## config.mk

```make
export PLATFORM = sky130hd
export DESIGN_NAME = bin2bcd_seq_flat
export DESIGN_NICKNAME = d
export VERILOG_FILES = /design/src/rtl/bin2bcd_seq_if.sv /design/src/rtl/bin2bcd_seq.sv /design/src/flat_wrapper.sv
export SDC_FILE = /design/constraint.sdc
export NUM_CORES = 1
export LEC_CHECK = 0
export ABC_AREA = 1
export BUFFER_PORTS_ARGS = -buffer_cell sky130_fd_sc_hd__buf_2
export CORE_ASPECT_RATIO = 0.7
export CORE_MARGIN = 1.5
export CORE_UTILIZATION = 45
export DETAILED_ROUTE_END_ITERATION = 7
export PLACE_DENSITY = 0.67
export SYNTH_ARGS = -nofsm -noshare
export SYNTH_HDL_FRONTEND = slang
export SYNTH_SLANG_ARGS = --single-unit
```

## constraint.sdc

```tcl
create_clock -name clk -period 1.6 [get_ports clk]
set_input_delay 0.16 -clock clk [delete_from_list [all_inputs] [get_ports clk]]
set_output_delay 0.16 -clock clk [all_outputs]
set_load 0.05 [all_outputs]
```

## src/rtl/bin2bcd_seq_if.sv

```systemverilog
// Handshake bundle for bin2bcd_seq: a valid/ready input channel carrying a
// binary value and a valid/ready output channel carrying the BCD result.
interface bin2bcd_seq_if #(
  parameter int BIN_W  = 16,
  parameter int DIGITS = 5
);
  logic                  in_valid;
  logic                  in_ready;
  logic [BIN_W-1:0]      in_data;
  logic                  out_valid;
  logic                  out_ready;
  logic [4*DIGITS-1:0]   out_bcd;
  logic                  out_sign;
  logic                  out_ovf;

  // Producer of values / consumer of results.
  modport master (
    output in_valid, in_data, out_ready,
    input  in_ready, out_valid, out_bcd, out_sign, out_ovf
  );

  // The converter itself.
  modport slave (
    input  in_valid, in_data, out_ready,
    output in_ready, out_valid, out_bcd, out_sign, out_ovf
  );
endinterface

```

## src/rtl/bin2bcd_seq.sv

```systemverilog
// Sequential binary-to-BCD converter (double-dabble, one bit per cycle).
// Accepts a value in IDLE, shifts it through the BCD register for BIN_W
// cycles, then presents the result in DONE until the consumer takes it.
// The bit falling off the top digit is collected as a sticky overflow flag,
// so out_bcd always holds the magnitude mod 10^DIGITS as valid BCD.
module bin2bcd_seq #(
  parameter int BIN_W  = 16,
  parameter int DIGITS = 5,
  parameter int SIGNED = 0
) (
  input  logic           clk,
  input  logic           rst_n,
  bin2bcd_seq_if.slave   bus
);

  localparam int CNT_W = $clog2(BIN_W + 1);
  localparam int BCD_W = 4 * DIGITS;

  typedef enum logic [1:0] {IDLE, SHIFT, DONE} state_e;

  state_e             state_q, state_d;
  logic [BIN_W-1:0]   shift_q, shift_d;
  logic [BCD_W-1:0]   bcd_q,   bcd_d;
  logic [CNT_W-1:0]   cnt_q,   cnt_d;
  logic               ovf_q,   ovf_d;
  logic               sign_q,  sign_d;

  logic               in_neg;
  logic [BIN_W-1:0]   in_mag;
  logic [BCD_W-1:0]   bcd_adj;

  // Two's complement negation in BIN_W bits maps the most negative value
  // onto 2^(BIN_W-1), which the unsigned shift register holds exactly.
  assign in_neg = (SIGNED != 0) && bus.in_data[BIN_W-1];
  assign in_mag = in_neg ? ((~bus.in_data) + BIN_W'(1)) : bus.in_data;

  // Add-3 correction, independently per digit (no inter-digit carry).
  for (genvar gi = 0; gi < DIGITS; gi++) begin : g_adj
    assign bcd_adj[4*gi +: 4] = (bcd_q[4*gi +: 4] >= 4'd5)
                              ? bcd_q[4*gi +: 4] + 4'd3
                              : bcd_q[4*gi +: 4];
  end

  // Next-state and datapath update for the IDLE/SHIFT/DONE sequence.
  always_comb begin
    state_d = state_q;
    shift_d = shift_q;
    bcd_d   = bcd_q;
    cnt_d   = cnt_q;
    ovf_d   = ovf_q;
    sign_d  = sign_q;
    case (state_q)
      IDLE: begin
        if (bus.in_valid) begin
          shift_d = in_mag;
          bcd_d   = '0;
          ovf_d   = 1'b0;
          sign_d  = in_neg;
          cnt_d   = CNT_W'(BIN_W);
          state_d = SHIFT;
        end
      end
      SHIFT: begin
        bcd_d   = {bcd_adj[BCD_W-2:0], shift_q[BIN_W-1]};
        shift_d = shift_q << 1;
        ovf_d   = ovf_q | bcd_adj[BCD_W-1];
        cnt_d   = cnt_q - CNT_W'(1);
        if (cnt_q == CNT_W'(1)) begin
          state_d = DONE;
        end
      end
      DONE: begin
        if (bus.out_ready) begin
          state_d = IDLE;
        end
      end
      default: state_d = IDLE;
    endcase
  end

  // State and datapath registers; reset aborts any conversion in flight.
  always_ff @(posedge clk) begin
    if (!rst_n) begin
      state_q <= IDLE;
      shift_q <= '0;
      bcd_q   <= '0;
      cnt_q   <= '0;
      ovf_q   <= 1'b0;
      sign_q  <= 1'b0;
    end else begin
      state_q <= state_d;
      shift_q <= shift_d;
      bcd_q   <= bcd_d;
      cnt_q   <= cnt_d;
      ovf_q   <= ovf_d;
      sign_q  <= sign_d;
    end
  end

  // Handshake outputs are pure decodes of the state register.
  assign bus.in_ready  = (state_q == IDLE);
  assign bus.out_valid = (state_q == DONE);
  assign bus.out_bcd   = bcd_q;
  assign bus.out_ovf   = ovf_q;
  assign bus.out_sign  = (SIGNED != 0) ? sign_q : 1'b0;

endmodule
```

## src/flat_wrapper.sv

```systemverilog
// flat-port wrapper written by rule: the top's interface ports become plain ports
module bin2bcd_seq_flat 
#(
  parameter int BIN_W  = 16,
  parameter int DIGITS = 5,
  parameter int SIGNED = 0
)
  (clk, rst_n, bus_in_valid, bus_in_data, bus_out_ready, bus_in_ready, bus_out_valid, bus_out_bcd, bus_out_sign, bus_out_ovf);
  bin2bcd_seq_if #(.BIN_W(BIN_W), .DIGITS(DIGITS)) bus_i ();
  input  logic clk;
  input  logic rst_n;
  input wire logic [$bits(bus_i.in_valid)-1:0] bus_in_valid;
  input wire logic [$bits(bus_i.in_data)-1:0] bus_in_data;
  input wire logic [$bits(bus_i.out_ready)-1:0] bus_out_ready;
  output wire logic [$bits(bus_i.in_ready)-1:0] bus_in_ready;
  output wire logic [$bits(bus_i.out_valid)-1:0] bus_out_valid;
  output wire logic [$bits(bus_i.out_bcd)-1:0] bus_out_bcd;
  output wire logic [$bits(bus_i.out_sign)-1:0] bus_out_sign;
  output wire logic [$bits(bus_i.out_ovf)-1:0] bus_out_ovf;
  assign bus_i.in_valid = bus_in_valid;
  assign bus_i.in_data = bus_in_data;
  assign bus_i.out_ready = bus_out_ready;
  assign bus_in_ready = bus_i.in_ready;
  assign bus_out_valid = bus_i.out_valid;
  assign bus_out_bcd = bus_i.out_bcd;
  assign bus_out_sign = bus_i.out_sign;
  assign bus_out_ovf = bus_i.out_ovf;
  bin2bcd_seq #(.BIN_W(BIN_W), .DIGITS(DIGITS), .SIGNED(SIGNED)) u_core (.clk(clk), .rst_n(rst_n), .bus(bus_i));
endmodule
```

## Word-level counts from Yosys, hierarchy flattened

Cells that the tools add are included.

- Add/sub/neg operators: 6
- Magnitude comparators: 5
- Equal/unequal tests: 6
- Mux-type cells: 17
- Bitwise logic cells: 1
- Reductions and logical operators: 4

Operators with widths:

| operator | number |
|---|---|
| 20-bit case mux with 2 select lines | 1 |
| 16-bit case mux with 2 select lines | 1 |
| 4-bit by 2-bit adder with 4-bit output (second input constant) | 5 |
| 4-bit by 3-bit >= comparator with 1-bit output (second input constant) | 5 |
| 20-bit 2-to-1 mux | 1 |
| 4-bit 2-to-1 mux | 5 |
| 16-bit 2-to-1 mux | 1 |
| 5-bit case mux with 2 select lines | 1 |
| 2-bit 2-to-1 mux | 3 |
| 2-bit case mux with 3 select lines | 1 |
| 5-bit by 1-bit == test with 1-bit output (second input constant) | 1 |
| 5-bit 2-to-1 mux | 1 |
| 5-bit by 1-bit subtractor with 5-bit output (second input constant) | 1 |
| 2-bit != test (second input constant) | 2 |
| 3-bit AND reduction | 1 |
| 2-bit by 1-bit == test with 1-bit output (second input constant) | 1 |
| 2-bit == test (second input constant) | 1 |
| 2-bit zero test | 1 |
| 2-bit by 1-bit != test with 1-bit output (second input constant) | 1 |
| 1-bit case mux with 2 select lines | 1 |
| 2-bit AND reduction | 1 |
| 2-bit nonzero test | 1 |
| 1-bit 2-to-1 mux | 1 |
| 1-bit OR | 1 |

- Register bits after elaboration: 44
- Bits of input ports: 20

## Depth between registers and ports, before layout

- Depth in word-level cells: 4
- Depth in mapped cells: 9
- Depth with buffers taken out: 9

## Least setup slack after synthesis

Ideal clock, no wire load.

- Path type: register to register
- From: register u_core.bcd_q[12] (netlist: u_core.bus.out_bcd[12])
- To: register u_core.bcd_q[13] (netlist: u_core.bus.out_bcd[13])
- Library setup time: 132 ps
- Data arrival time: 1498 ps
- Slack: -31 ps
- Stages on the path, launching flop included: 9
- Path buffers: 0
- Path through: dfxtp_1 -> inv_1 -> ha_1 -> inv_1 -> nand2_1 -> nand3_1 -> nand2_1 -> nand3_1 -> a21oi_1

- Word-level cells in the longest chain between the ends: 3
- Elaborated cells between the ends (all ways): 4

RTL lines:

| item | line | text |
|---|---|---|
| start: declaration | bin2bcd_seq.sv:23 | `logic [BCD_W-1:0] bcd_q, bcd_d;` |
| start signal: assignment | bin2bcd_seq.sv:86 | `bcd_q <= '0;` |
| start signal: assignment | bin2bcd_seq.sv:93 | `bcd_q <= bcd_d;` |
| 4-bit by 2-bit adder with 4-bit output or 4-bit by 3-bit >= comparator with 1-bit output (tied branches) | bin2bcd_seq.sv:40, bin2bcd_seq.sv:39 |  |
| 4-bit 2-to-1 mux (*) | bin2bcd_seq.sv:40 | `? bcd_q[4*gi +: 4] + 4'd3` |
| 20-bit case mux with 2 select lines (*) | bin2bcd_seq.sv:52 | `case (state_q)` |

Mark *: on every way between the ends. The rest lies on a longest branch, timed or not.
A chain may end at the register's enable or synchronous reset.

## Final worst setup path

- From: register u_core.bcd_q[0] (netlist: u_core.bus.out_bcd[0])
- To: register u_core.bcd_q[4] (netlist: u_core.bus.out_bcd[4])

The elaborated chain is that of the path after synthesis.

==> flow_metrics.py <==
metrics = {
    "critical_path": {
        "crit_path_start_kind": "flop",
        "cp_max_fo": 6,
        "crit_type": "flop to flop",
        "path_buf_inv": 2,
        "path_cells": "inv_1 -> ha_1 -> inv_1 -> nand2_1 -> nand3_1 -> nand2_1 -> nor2_1 -> nor2_1 -> nor2_1",
        "crit_slowest_cell": "dfxtp_2",
        "end_kind": "flop",
        "critPathMaxStageDelay_ns": 0.39,
        "required_ns": 1.82,
        "cpMostUsedCell": "nor2_1",
        "crit_arrival_ns": 1.55,
        "cp_top_family": "simple AND/OR/NAND/NOR gates",
    },
    "timing": {
        "fin_crit_ns": 1.33,
        "setup_viol": 0,
        "report.final.slew_viol_count": 0,
        "post-route-period-util_pct": 83.1,
        "fin_worst_skew_ns": 0.00731,
        "rsz0062_at_grt": "false",
        "finalHoldViolCount": 0,
        "max_freq_ghz": 0.752,
        "fin_tns_setup_ns": 0,
    },
    "drt": {
        "first_pass_iters": 4,
        "antenna_left": 0,
        "drc": 0,
        "routedWlPerCell_um": 11.1,
        "drtIter0Drc": 139,
        "drt-total-wl_mm": 5.10,
        "num_vias": 2308,
        "viasPerCell": 5.03,
    },
    "clock_network": {
        "cts_tree": "yes",
        "clock-sinks": 44,
        "numCtsBuffers": 5,
        "htreeDepth": 2,
        "cts.clk_slew.worst_paths_ns": 0.08,
        "post_cts_buffers": 0,
        "post_cts_resized": 0,
        "clk_latency_ns": 0.29,
        "root_buffer": "clkbuf_8",
        "holdBufCountCts": 0,
        "clockBufferDepth": 2,
    },
    "layout": {
        "fin_nets": 422,
        "multi_input_area_um2": 1260,
        "antenna_cells": 0,
        "area_delta_synth_final_pct": 13.7,
        "layout-drive-gt1-share_pct": 16.7,
        "fill_cells": 492,
        "regArea_um2": 887,
    },
    "floorplanning": {
        "fp.dieW_um": 89.9,
        "rows": 21,
        "initial_core_util_pct": 48.1,
        "die_h_um": 63.8,
        "top_level_ports": 44,
        "core_area_um2": 4940,
        "die_area_um2": 5730,
    },
    "yosys": {
        "synth_common_cells": "nand2_1, dfxtp_1, inv_1",
        "synth_edf_count": 0,
        "synth-main-ff-cell": "dfxtp_1",
        "ys_ff_latch": 44,
        "async_flop_share_pct": 0,
        "syn-cell-area_um2": 2380,
        "syn_area_per_cell_um2": 6.79,
        "synth.most_common_cell": "nand2_1",
        "yosysSeqAreaShare_pct": 37.1,
        "synth_top_area_share_pct": 37.1,
        "yosysUniqueCellTypes": 25,
        "synth_warnings": 0,
        "synth_top_area_cell": "dfxtp_1",
        "synth_nets": 382,
        "synth_area_leaders": "dfxtp_1, nand2_1, nand3_1",
        "syn_inst": 350,
    },
    "pwr": {
        "power_mw": 2.15,
        "p_leak_nw": 1.28,
        "vdd_drop_max_mv": 0.440,
        "p_per_area_nw_per_um2": 795,
    },
    "grt": {
        "grt_pass1_vias": 2033,
        "grt_usage_pct": 18.6,
        "grt_first_pass_wirelength_mm": 8.86,
        "grt_antenna_before_repair": 0,
        "grt_overflow": 0,
        "grt_start_max_net_pins": 34,
    },
    "hold_path": {
        "hold_class": "input port to flop",
    },
    "flow_run": {
        "maxCapViolCount": 0,
    },
    "placement": {
        "gp_congestion": 0.808,
        "dpl.hpwl_mm": 3.58,
        "numPortBuffers": 42,
    },
    "run_status": {
        "outcome": "finished clean",
    },
}
## cell type report
type / count / area share (%)
inverters: 36 / 5.18
clock inverters: 1 / 0.185
multi-input cells: 257 / 46.6
flip-flops and latches: 44 / 32.8
repair buffers: 46 / 9.35
well taps: 69 / 3.19
clock buffers: 6 / 2.68
## layer usage
metal	track usage, %	wire length [um]	vias up
li1	-	-	1212
met1	25.3	2630	1030
met2	30.2	2190	62
met3	3.81	251	4
met4	5.36	29	0
met5	0	0	-
## cell usage in the layout, fill, tap and decap left out
cell type	synthesis	final
dfxtp_2	0	5
o21ai_0	5	5
nor3_1	1	1
nand2_1	123	123
clkbuf_8	0	5
o21a_1	1	1
a31oi_1	8	8
nand2_4	3	3
buf_4	2	3
ha_1	12	12
or2_2	1	1
inv_1	32	32
clkinv_1	1	1
clkinv_2	0	1
dfxtp_1	44	39
inv_4	2	2
conb_1	1	1
nand3_1	31	31
nand4_1	10	10
nor3b_1	1	1
o211ai_1	5	5
nor2_8	1	1
clkbuf_1	4	1
inv_2	1	1
nor2_1	29	29
a21oi_1	25	25
buf_2	2	42
buf_12	0	1
## flip-flops by register name, indices dropped and copies added, names as in the netlist
register            cells
u_core.cnt_q            5
u_core.bus.out_bcd     20
u_core.bus.out_ovf      1
u_core.shift_q         16
u_core.state_q          2
## power breakdown
part           leakage, nW  internal, mW  switching, mW
clock network       0.0410         0.297          0.348
logic                0.881         0.110          0.216
registers            0.361          1.14         0.0327
total                 1.28          1.55          0.597
## per-stage QoR
stage | worst slack (ns) | cells | instance area (um^2) | hold WS, ns | utilization, %
global placement | 0.335 | 452 | 2630 | 0.416 | 53.2
floorplan | 0.00742 | 350 | 2380 | 0.303 | -
detailed placement | 0.285 | 452 | 2630 | 0.417 | 53.2
CTS | 0.273 | 459 | 2700 | 0.111 | 54.7
finish | 0.271 | 459 | 2700 | 0.120 | 54.7
global route | 0.142 | 459 | 2700 | 0.120 | 54.7
## cells by family after synthesis
| family | synth area share (%) |
|---|---|
| AND/OR/NAND/NOR | 36.2 |
| buffers and inverters | 9.95 |
| AO/OA/AOI/OAI | 10.3 |
| flip-flops | 37.1 |
| adder cells (fa/ha/maj) | 6.32 |
| other | 0.158 |
## final timing paths
kind	cells past startpoint	from	endpoint	slack (ns)
max reg2reg	9	u_core.bus.out_bcd[0]	u_core.bus.out_bcd[4]	0.27
min	3	bus_in_data[0]	u_core.shift_q[0]	0.12
min reg2reg	2	u_core.shift_q[15]	u_core.bus.out_bcd[0]	0.47
max	9	u_core.bus.out_bcd[0]	u_core.bus.out_bcd[4]	0.27
## worst reg2reg max path, cell delays in order, from the launching register on
cell	delay, ns
dfxtp_2	0.39
inv_1	0.09
ha_1	0.21
inv_1	0.05
nand2_1	0.09
nand3_1	0.13
nand2_1	0.07
nor2_1	0.10
nor2_1	0.04
nor2_1	0.09
No activity file was read; power rests on OpenSTA's default activity.
